`src/rtl/ex_mem_pipe_reg_pkg.sv`:
```
// ex_mem_pipe_reg_pkg: control bit positions, default payload layout and width helper
package ex_mem_pipe_reg_pkg;
  localparam int MEM_RD_BIT = 1;
  localparam int MEM_WR_BIT = 0;
  localparam int WB_REGWRITE_BIT = 0;
  localparam int WB_MEMTOREG_BIT = 1;
  typedef struct packed {
    logic [1:0]  wb;
    logic [1:0]  mem;
    logic [31:0] alu_out;
    logic [31:0] rt_data;
    logic [4:0]  rd_addr;
  } ex_mem_payload_t;
  function automatic int payload_w(input int data_w, input int rd_w, input int wb_w);
    return wb_w + 2 + 2 * data_w + rd_w;
  endfunction
endpackage

```
`src/rtl/ex_mem_pipe_reg_if.sv`:
```
// ex_mem_pipe_reg_if: EX->MEM pipeline bundle; PIPE_PERF_CNT_EN adds counter outputs
interface ex_mem_pipe_reg_if #(
  parameter int DATA_W = 32,
  parameter int RD_W = 5,
  parameter int WB_W = 2
);
  logic              stall_i;
  logic              flush_i;
  logic              valid_i;
  logic [WB_W-1:0]   wb_i;
  logic [1:0]        mem_i;
  logic [DATA_W-1:0] alu_out_i;
  logic [DATA_W-1:0] rt_data_i;
  logic [RD_W-1:0]   rd_addr_i;
  logic              valid_o;
  logic [WB_W-1:0]   wb_o;
  logic [DATA_W-1:0] alu_out_o;
  logic [DATA_W-1:0] rt_data_o;
  logic [RD_W-1:0]   rd_addr_o;
  logic              mem_read_o;
  logic              mem_write_o;
`ifdef PIPE_PERF_CNT_EN
  logic [15:0]       stall_cnt_o;
  logic [15:0]       bubble_cnt_o;
`endif
  modport master (
`ifdef PIPE_PERF_CNT_EN
    input stall_cnt_o, bubble_cnt_o,
`endif
    output stall_i, flush_i, valid_i, wb_i, mem_i, alu_out_i, rt_data_i, rd_addr_i,
    input valid_o, wb_o, alu_out_o, rt_data_o, rd_addr_o, mem_read_o, mem_write_o
  );
  modport slave (
`ifdef PIPE_PERF_CNT_EN
    output stall_cnt_o, bubble_cnt_o,
`endif
    input stall_i, flush_i, valid_i, wb_i, mem_i, alu_out_i, rt_data_i, rd_addr_i,
    output valid_o, wb_o, alu_out_o, rt_data_o, rd_addr_o, mem_read_o, mem_write_o
  );
endinterface

```
`src/rtl/ex_mem_pipe_reg_cell.sv`:
```
// pipe_stage_cell: one valid+control+data register with async reset, stall hold and flush
module pipe_stage_cell #(
  parameter int CW = 4,
  parameter int DW = 69
) (
  input  logic          clk_i,
  input  logic          rst_i,
  input  logic          stall_i,
  input  logic          flush_i,
  input  logic          valid_d,
  input  logic [CW-1:0] ctrl_d,
  input  logic [DW-1:0] data_d,
  output logic          valid_q,
  output logic [CW-1:0] ctrl_q,
  output logic [DW-1:0] data_q
);
  always_ff @(posedge clk_i or posedge rst_i)
    if (rst_i) begin
      valid_q <= 1'b0;
      ctrl_q  <= '0;
      data_q  <= '0;
    end else if (flush_i) begin
      valid_q <= 1'b0;
      ctrl_q  <= '0;
    end else if (!stall_i) begin
      valid_q <= valid_d;
      ctrl_q  <= valid_d ? ctrl_d : '0;
      data_q  <= data_d;
    end
endmodule

```
`src/rtl/ex_mem_pipe_reg.sv`:
```
// ex_mem_pipe_reg: DEPTH-stage EX->MEM register with stall/flush; PIPE_PERF_CNT_EN adds perf counters
module ex_mem_pipe_reg
  import ex_mem_pipe_reg_pkg::*;
#(
  parameter int DATA_W = 32,
  parameter int RD_W = 5,
  parameter int WB_W = 2,
  parameter int DEPTH = 1
) (
  input logic clk_i,
  input logic rst_i,
  ex_mem_pipe_reg_if.slave bus
);
  localparam int CW = WB_W + 2;
  localparam int DW = payload_w(DATA_W, RD_W, WB_W) - CW;
  if (DEPTH < 1 || DEPTH > 4) begin : g_bad_depth
    $error("ex_mem_pipe_reg: DEPTH must be 1..4");
  end
  logic [DEPTH:0]  v;
  logic [CW-1:0]   c [DEPTH+1];
  logic [DW-1:0]   d [DEPTH+1];
  assign v[0] = bus.valid_i;
  assign c[0] = {bus.wb_i, bus.mem_i};
  assign d[0] = {bus.alu_out_i, bus.rt_data_i, bus.rd_addr_i};
  for (genvar k = 0; k < DEPTH; k++) begin : g_stage
    pipe_stage_cell #(.CW(CW), .DW(DW)) u_cell (
      .clk_i  (clk_i),
      .rst_i  (rst_i),
      .stall_i(bus.stall_i),
      .flush_i(bus.flush_i),
      .valid_d(v[k]),
      .ctrl_d (c[k]),
      .data_d (d[k]),
      .valid_q(v[k+1]),
      .ctrl_q (c[k+1]),
      .data_q (d[k+1])
    );
  end
  assign bus.valid_o     = v[DEPTH];
  assign bus.wb_o        = v[DEPTH] ? c[DEPTH][CW-1:2] : '0;
  assign bus.mem_read_o  = v[DEPTH] & c[DEPTH][MEM_RD_BIT];
  assign bus.mem_write_o = v[DEPTH] & c[DEPTH][MEM_WR_BIT];
  assign bus.alu_out_o   = d[DEPTH][DW-1 -: DATA_W];
  assign bus.rt_data_o   = d[DEPTH][RD_W +: DATA_W];
  assign bus.rd_addr_o   = d[DEPTH][RD_W-1:0];
`ifdef PIPE_PERF_CNT_EN
  logic [15:0] stall_cnt, bubble_cnt;
  logic        bubble;
  // stage0 takes a bubble on flush, or on a non-stalled capture of an empty slot
  assign bubble = bus.flush_i | (~bus.stall_i & ~bus.valid_i);
  always_ff @(posedge clk_i or posedge rst_i)
    if (rst_i) begin
      stall_cnt  <= '0;
      bubble_cnt <= '0;
    end else begin
      if (bus.stall_i && stall_cnt != 16'hFFFF) stall_cnt <= stall_cnt + 16'd1;
      if (bubble && bubble_cnt != 16'hFFFF) bubble_cnt <= bubble_cnt + 16'd1;
    end
  assign bus.stall_cnt_o  = stall_cnt;
  assign bus.bubble_cnt_o = bubble_cnt;
`endif
endmodule
```
`src/flat_wrapper.sv`:
```
// flat-port wrapper written by rule: the top's interface ports become plain ports
module ex_mem_pipe_reg_flat import ex_mem_pipe_reg_pkg::*;
#(
  parameter int DATA_W = 32,
  parameter int RD_W = 5,
  parameter int WB_W = 2,
  parameter int DEPTH = 1
)
  (clk_i, rst_i, bus_stall_i, bus_flush_i, bus_valid_i, bus_wb_i, bus_mem_i, bus_alu_out_i, bus_rt_data_i, bus_rd_addr_i, bus_valid_o, bus_wb_o, bus_alu_out_o, bus_rt_data_o, bus_rd_addr_o, bus_mem_read_o, bus_mem_write_o);
  ex_mem_pipe_reg_if #(.DATA_W(DATA_W), .RD_W(RD_W), .WB_W(WB_W)) bus_i ();
  input logic clk_i;
  input logic rst_i;
  input wire logic [$bits(bus_i.stall_i)-1:0] bus_stall_i;
  input wire logic [$bits(bus_i.flush_i)-1:0] bus_flush_i;
  input wire logic [$bits(bus_i.valid_i)-1:0] bus_valid_i;
  input wire logic [$bits(bus_i.wb_i)-1:0] bus_wb_i;
  input wire logic [$bits(bus_i.mem_i)-1:0] bus_mem_i;
  input wire logic [$bits(bus_i.alu_out_i)-1:0] bus_alu_out_i;
  input wire logic [$bits(bus_i.rt_data_i)-1:0] bus_rt_data_i;
  input wire logic [$bits(bus_i.rd_addr_i)-1:0] bus_rd_addr_i;
  output wire logic [$bits(bus_i.valid_o)-1:0] bus_valid_o;
  output wire logic [$bits(bus_i.wb_o)-1:0] bus_wb_o;
  output wire logic [$bits(bus_i.alu_out_o)-1:0] bus_alu_out_o;
  output wire logic [$bits(bus_i.rt_data_o)-1:0] bus_rt_data_o;
  output wire logic [$bits(bus_i.rd_addr_o)-1:0] bus_rd_addr_o;
  output wire logic [$bits(bus_i.mem_read_o)-1:0] bus_mem_read_o;
  output wire logic [$bits(bus_i.mem_write_o)-1:0] bus_mem_write_o;
  assign bus_i.stall_i = bus_stall_i;
  assign bus_i.flush_i = bus_flush_i;
  assign bus_i.valid_i = bus_valid_i;
  assign bus_i.wb_i = bus_wb_i;
  assign bus_i.mem_i = bus_mem_i;
  assign bus_i.alu_out_i = bus_alu_out_i;
  assign bus_i.rt_data_i = bus_rt_data_i;
  assign bus_i.rd_addr_i = bus_rd_addr_i;
  assign bus_valid_o = bus_i.valid_o;
  assign bus_wb_o = bus_i.wb_o;
  assign bus_alu_out_o = bus_i.alu_out_o;
  assign bus_rt_data_o = bus_i.rt_data_o;
  assign bus_rd_addr_o = bus_i.rd_addr_o;
  assign bus_mem_read_o = bus_i.mem_read_o;
  assign bus_mem_write_o = bus_i.mem_write_o;
  ex_mem_pipe_reg #(.DATA_W(DATA_W), .RD_W(RD_W), .WB_W(WB_W), .DEPTH(DEPTH)) u_core (.clk_i(clk_i), .rst_i(rst_i), .bus(bus_i));
endmodule
```
`config.mk`:
```
export PLATFORM = sky130hd
export DESIGN_NAME = ex_mem_pipe_reg_flat
export DESIGN_NICKNAME = d
export VERILOG_FILES = /design/src/rtl/ex_mem_pipe_reg_pkg.sv /design/src/rtl/ex_mem_pipe_reg_if.sv /design/src/rtl/ex_mem_pipe_reg_cell.sv /design/src/rtl/ex_mem_pipe_reg.sv /design/src/flat_wrapper.sv
export SDC_FILE = /design/constraint.sdc
export NUM_CORES = 1
export LEC_CHECK = 0
export ABC_AREA = 1
export CAP_MARGIN = 20
export CORE_MARGIN = 1
export CORE_UTILIZATION = 40
export DETAILED_ROUTE_END_ITERATION = 8
export PLACE_DENSITY_LB_ADDON = 0.08
export SYNTH_ARGS = -nofsm -noshare
export SYNTH_HDL_FRONTEND = slang
export SYNTH_SLANG_ARGS = --single-unit
export TNS_END_PERCENT = 5
```
`constraint.sdc`:
```
create_clock -name clk_i -period 3.1 [get_ports clk_i]
set_input_delay 0.62 -clock clk_i [delete_from_list [all_inputs] [get_ports clk_i]]
set_output_delay 0.62 -clock clk_i [all_outputs]
set_load 0.01 [all_outputs]
```
Word-level counts from Yosys, hierarchy flattened
Cells that the tools add are included.
- bits in registers: 74
- input port bits: 78
- output and inout port bits: 74
- logic and storage cells: 15
- equal/unequal tests: 1
- mux-type cells: 6
- bitwise logic cells: 4
- reduce and logical (&&, ||, !) cells: 1
- operator list (cell ; count):
    4-bit 2-to-1 mux ; 3
    1-bit bitwise AND ; 2
    1-bit 2-to-1 mux ; 2
    2-bit 2-to-1 mux ; 1
    2-bit by 1-bit != test with 1-bit output (second input constant) ; 1
    1-bit inverter ; 2
    2-bit AND reduction ; 1

Depth between registers and ports, before layout
- depth in word-level cells: 3
- mapped depth: 6

Modules after synthesis
Synthesis repeated with hierarchy kept, for this count alone.
- cell total of the unflattened synthesis: 331
- area total of the unflattened synthesis: 2986.6 um^2
- by module, submodules not included (module ; times used ; cells an instance ; area each (um^2)):
    pipe_stage_cell ; 1 ; 323 ; 2956.6
    ex_mem_pipe_reg ; 1 ; 8 ; 30.0

Worst setup path before layout
Ideal clock, no wire load.
- path type: input to register
- start point: in bus_flush_i
- end point: reg u_core.g_stage[0].u_cell.data_q[0]
- setup time: 65 ps
- data arrival time: 1222 ps
- data required time: 3035 ps
- slack: 1813 ps
- cell stages on the path: 6
- buffers on the path: 3
- path through: buf_4 -> nor2_4 -> buf_6 -> buf_6 -> nand2_1 -> nand2_1
- cells in the longest elaborated chain, start to end: 2
- RTL lines (element ; line ; RTL):
    start: declaration ; flat_wrapper.sv:14 ; input wire logic [$bits(bus_i.flush_i)-1:0] bus_flush_i;
    1-bit inverter (no source line) ; n/a ;
    2-bit AND reduction (no source line) ; n/a ;
    end signal: assignment ; ex_mem_pipe_reg_cell.sv:28 ; data_q <= data_d;
    end: declaration ; ex_mem_pipe_reg_cell.sv:15 ; output logic [DW-1:0] data_q
No other way between the ends.
A chain may end at the register's enable or synchronous reset.

Worst setup path after layout
- start point: reg u_core.g_stage[0].u_cell.valid_q
- end point: out bus_wb_o[1]
- cells in the longest elaborated chain, start to end: 1
- RTL lines (element ; line ; RTL):
    start: declaration ; ex_mem_pipe_reg_cell.sv:13 ; output logic valid_q,
    start signal: assignment ; ex_mem_pipe_reg_cell.sv:26 ; valid_q <= valid_d;
    2-bit 2-to-1 mux ; ex_mem_pipe_reg.sv:40 ; assign bus.wb_o = v[DEPTH] ? c[DEPTH][CW-1:2] : '0;
    end: declaration ; flat_wrapper.sv:22 ; output wire logic [$bits(bus_i.wb_o)-1:0] bus_wb_o;
No other way between the ends.

==> summary.md <==
The run finished with clean final reports. The logs give 0 for the final hold violation count and 4504 um2 for the cell area after placement. In this design, the stage delay of the slowest critical-path cell is 0.55 ns. STA puts the critical path data required time at 2.48 ns. After synthesis, the most frequently instantiated cells are sky130_fd_sc_hd__nand2_1 (153), sky130_fd_sc_hd__dfrtp_1 (74), sky130_fd_sc_hd__o21ai_0 (58), sky130_fd_sc_hd__clkbuf_1 (11), sky130_fd_sc_hd__o21ai_1 (11).

Of the cells placed in the final design, the portion with a size suffix greater than 1 is 4.822%. The static leakage power came out at 2.193 nW. By instance count, the leading cell after synthesis is sky130_fd_sc_hd__nand2_1. Startpoint type of the worst setup path: a flip-flop. In this run the horizontal extent of the chip is 88.41 um.

The count of buffers added on input and output ports is 151. The tools report the clock tree root buffer cell as sky130_fd_sc_hd__clkbuf_8. Slack of the worst reg-to-reg path: 2.43 ns. The worst hold path belongs to the class reg -> reg. Counting tap cells, the placed design contains a total of 562 instances. The number of global-route vias before repair is 2,574, and the clock-pin transition on the worst setup and hold timing paths is 0.08 ns. After synthesis, the share of flip-flops with an asynchronous set or reset is 100.0%.

Among all flip-flop cells after synthesis, the most frequent one is sky130_fd_sc_hd__dfrtp_1. For the detailed-route DRC error count, the log shows 0. For this configuration, the core starts out at a cell density of 41.18%.

Once detailed placement completed, the half-perimeter wirelength came to 5.013 mm. The tools report the CTS buffer count as 9. 0 antenna diodes ended up in the layout. Entering global routing, the biggest net connects 71 pins.

The logs give 12.02 mm for the global-route wire length before repair and 0.33 ns for the clock insertion delay at the later pin of the skew report. The slowest cell on the critical path is sky130_fd_sc_hd__clkdlybuf4s50_1. Summing the sequential cell areas from Yosys gives 62.00% of the chip area. Sum of overflow across all layers after global routing: 0. The post-route cell area is 4663 um2, and the routed wire length per instance is 13.20 um. From bottom edge to top edge, the die measures 88.41 um.

Overall power consumption after layout is estimated at 2.322 mW. TritonCTS built the clock tree. For this run, the top clock speed supported by timing is 487.9 MHz.

Placer's final routability congestion estimate: 0.7025. The ratio of final minimum period to clock period is 66.12%, and the number of top-level design ports is 152. In this run, synthesis inferred 0 flip-flops with an integrated enable.

Power spread over the standard cell area amounts to 497.9 nW/um2. The number of distinct library cell variants in the gate-level netlist after synthesis is 12. Count of synthesis-stage warnings from yosys: 0.

The die covers 7816 um2. Measured against its own limit, the worst slew margin works out to 55.22%. Data on the critical path arrives at its endpoint at 1.43 ns. In this run the worst path has a maximum fanout of 6. Setup repair after global routing left no endpoint under its margin. After detailed routing, the number of vias per cell comes to 4.681. For this block, the routed nets add up to 7.602 mm of wire. The final max-slew violation count came out at 0.

In this run the number of H-tree levels came out at 3. After synthesis the cells add up to 2987 um2. For the initial antenna violation count, the log shows 0. The number of cell rows is 31.

In this run the biggest area consumer among cell types represents 62.00% of the synthesized area. Setup violations remaining at the end of the flow were counted as 0. The cell count after synthesis is 331, and the sink count of the clock tree is 74. The detailed router placed 2,696 vias in this run. Adding up every negative setup slack in the final design gives 0 ns. The tools report the post-CTS setup buffer count as 0.

The count of nets left with antenna violations once routing finished came out at 0. The slew at the pin closest to its max-slew limit was 0.6701 ns. Once layout is complete, the utilization of the core stands at 64.29%. VDD sags by at most 278.5 uV.

Hold repair after CTS inserted 0 buffers. Critical path start-end classification: reg -> out. The detailed-router iteration count before antenna repair was 4; the net count of the finished layout was 552. For the overall fraction of global-route tracks in use, the log shows 20.24%. The run gives 409 as the net count after synthesis.

From synthesis to final layout, the design area changed by 56.14%. The violation count after the first detailed-route iteration is 132. Once layout is complete, the cells apart from fillers number 576. The clock period could shrink to 2.050 ns. The post-synthesis cell type with the largest combined area was sky130_fd_sc_hd__dfrtp_1.

Max-cap violations in this run came to 0. The tools report the type of destination of the critical path as a primary output. Walking the worst path, the cells encountered are nand2_1 > inv_1 > clkdlybuf4s50_1.

The total area inside the core boundary comes to 7253 um2. After clock tree synthesis, the repair step resized 0 gates. The clock passes through at most 2 buffers. A synthesized cell averages 9.023 um2. The count of state elements after synthesis was 74. Yosys attributes the largest share of cell area to sky130_fd_sc_hd__dfrtp_1 (62%), sky130_fd_sc_hd__nand2_1 (19%), sky130_fd_sc_hd__o21ai_0 (9.7%), sky130_fd_sc_hd__buf_6 (2.6%), sky130_fd_sc_hd__o21ai_1 (1.8%). Between clock sinks in the finished design, the worst skew comes to 0 ns.
final cells by class:
class / instances / area [um2]
clock buffers: 11 / 141.4
clock inverters: 3 / 17.52
fillers: 631 / 2590
inverters: 6 / 22.52
multi-input cells: 228 / 962.2
flip-flops and latches: 74 / 1852
well taps: 99 / 123.9
repair buffers: 155 / 1544
power by group:
group / internal, mW / switching (mW)
logic: 0.324 / 0.238
registers: 1.08 / 0.0564
clock network: 0.301 / 0.322
layout by cell type, fill, tap and decap left out:
| cell type | count |
|---|---|
| sky130_fd_sc_hd__clkbuf_8 | 10 |
| sky130_fd_sc_hd__buf_2 | 2 |
| sky130_fd_sc_hd__clkinvlp_4 | 1 |
| sky130_fd_sc_hd__buf_12 | 1 |
| sky130_fd_sc_hd__o21ai_1 | 11 |
| sky130_fd_sc_hd__nand2_1 | 153 |
| sky130_fd_sc_hd__nand3_1 | 4 |
| sky130_fd_sc_hd__clkinv_2 | 2 |
| sky130_fd_sc_hd__clkdlybuf4s50_1 | 149 |
| sky130_fd_sc_hd__inv_2 | 2 |
| sky130_fd_sc_hd__inv_1 | 4 |
| sky130_fd_sc_hd__o21ai_0 | 58 |
| sky130_fd_sc_hd__clkbuf_1 | 1 |
| sky130_fd_sc_hd__dfrtp_1 | 74 |
| sky130_fd_sc_hd__nor2_4 | 2 |
| sky130_fd_sc_hd__buf_4 | 3 |
state kept, by name (all words and copies together), names as in the netlist:
| register | count |
|---|---|
| u_core.g_stage.u_cell.ctrl_q | 4 |
| u_core.g_stage.u_cell.data_q | 69 |
| u_core.g_stage.u_cell.valid_q | 1 |
kinds of logic after synthesis:
family | synth area share, %
simple gates | 20.65
flops | 62.00
compound gates | 11.56
buf+inv | 5.781
through the flow:
stage / hold WS [ns] / setup slack (ns)
floorplan: 0.4494 / 0.5984
global placement: 0.4618 / 1.009
detailed placement: 0.4670 / 0.9572
CTS: 0.4844 / 1.018
global route: 0.5157 / 0.9235
finish: 0.4835 / 1.050
path summary, 6_finish.rpt:
kind,endpoint,start,cells past startpoint
max reg2reg,u_core.g_stage[0].u_cell.valid_q,u_core.g_stage[0].u_cell.valid_q,2
max in group asynchronous,u_core.g_stage[0].u_cell.data_q[24],rst_i,3
min reg2reg,u_core.g_stage[0].u_cell.data_q[67],u_core.g_stage[0].u_cell.data_q[67],2
max,bus_wb_o[1],u_core.g_stage[0].u_cell.valid_q,3
min,u_core.g_stage[0].u_cell.data_q[67],u_core.g_stage[0].u_cell.data_q[67],2
min in group asynchronous,u_core.g_stage[0].u_cell.data_q[46],rst_i,2
critical path: cells and delay by family, from the launching register on:
family / cells / cell delay [ns]
buf+inv: 2 / 0.60
simple gates: 1 / 0.07
flops: 1 / 0.43
routing by layer:
| layer | vias to the layer above | track usage (%) | part of all wire, % |
|---|---|---|---|
| met3 | 6 | 5.597 | 7.9 |
| met2 | 94 | 31.40 | 48 |
| met4 | 0 | 9.238 | 0.91 |
| li1 | 1330 | - | - |
| met5 | - | 0 | 0 |
| met1 | 1266 | 26.53 | 43 |
Power figures use the tool's default switching activity.
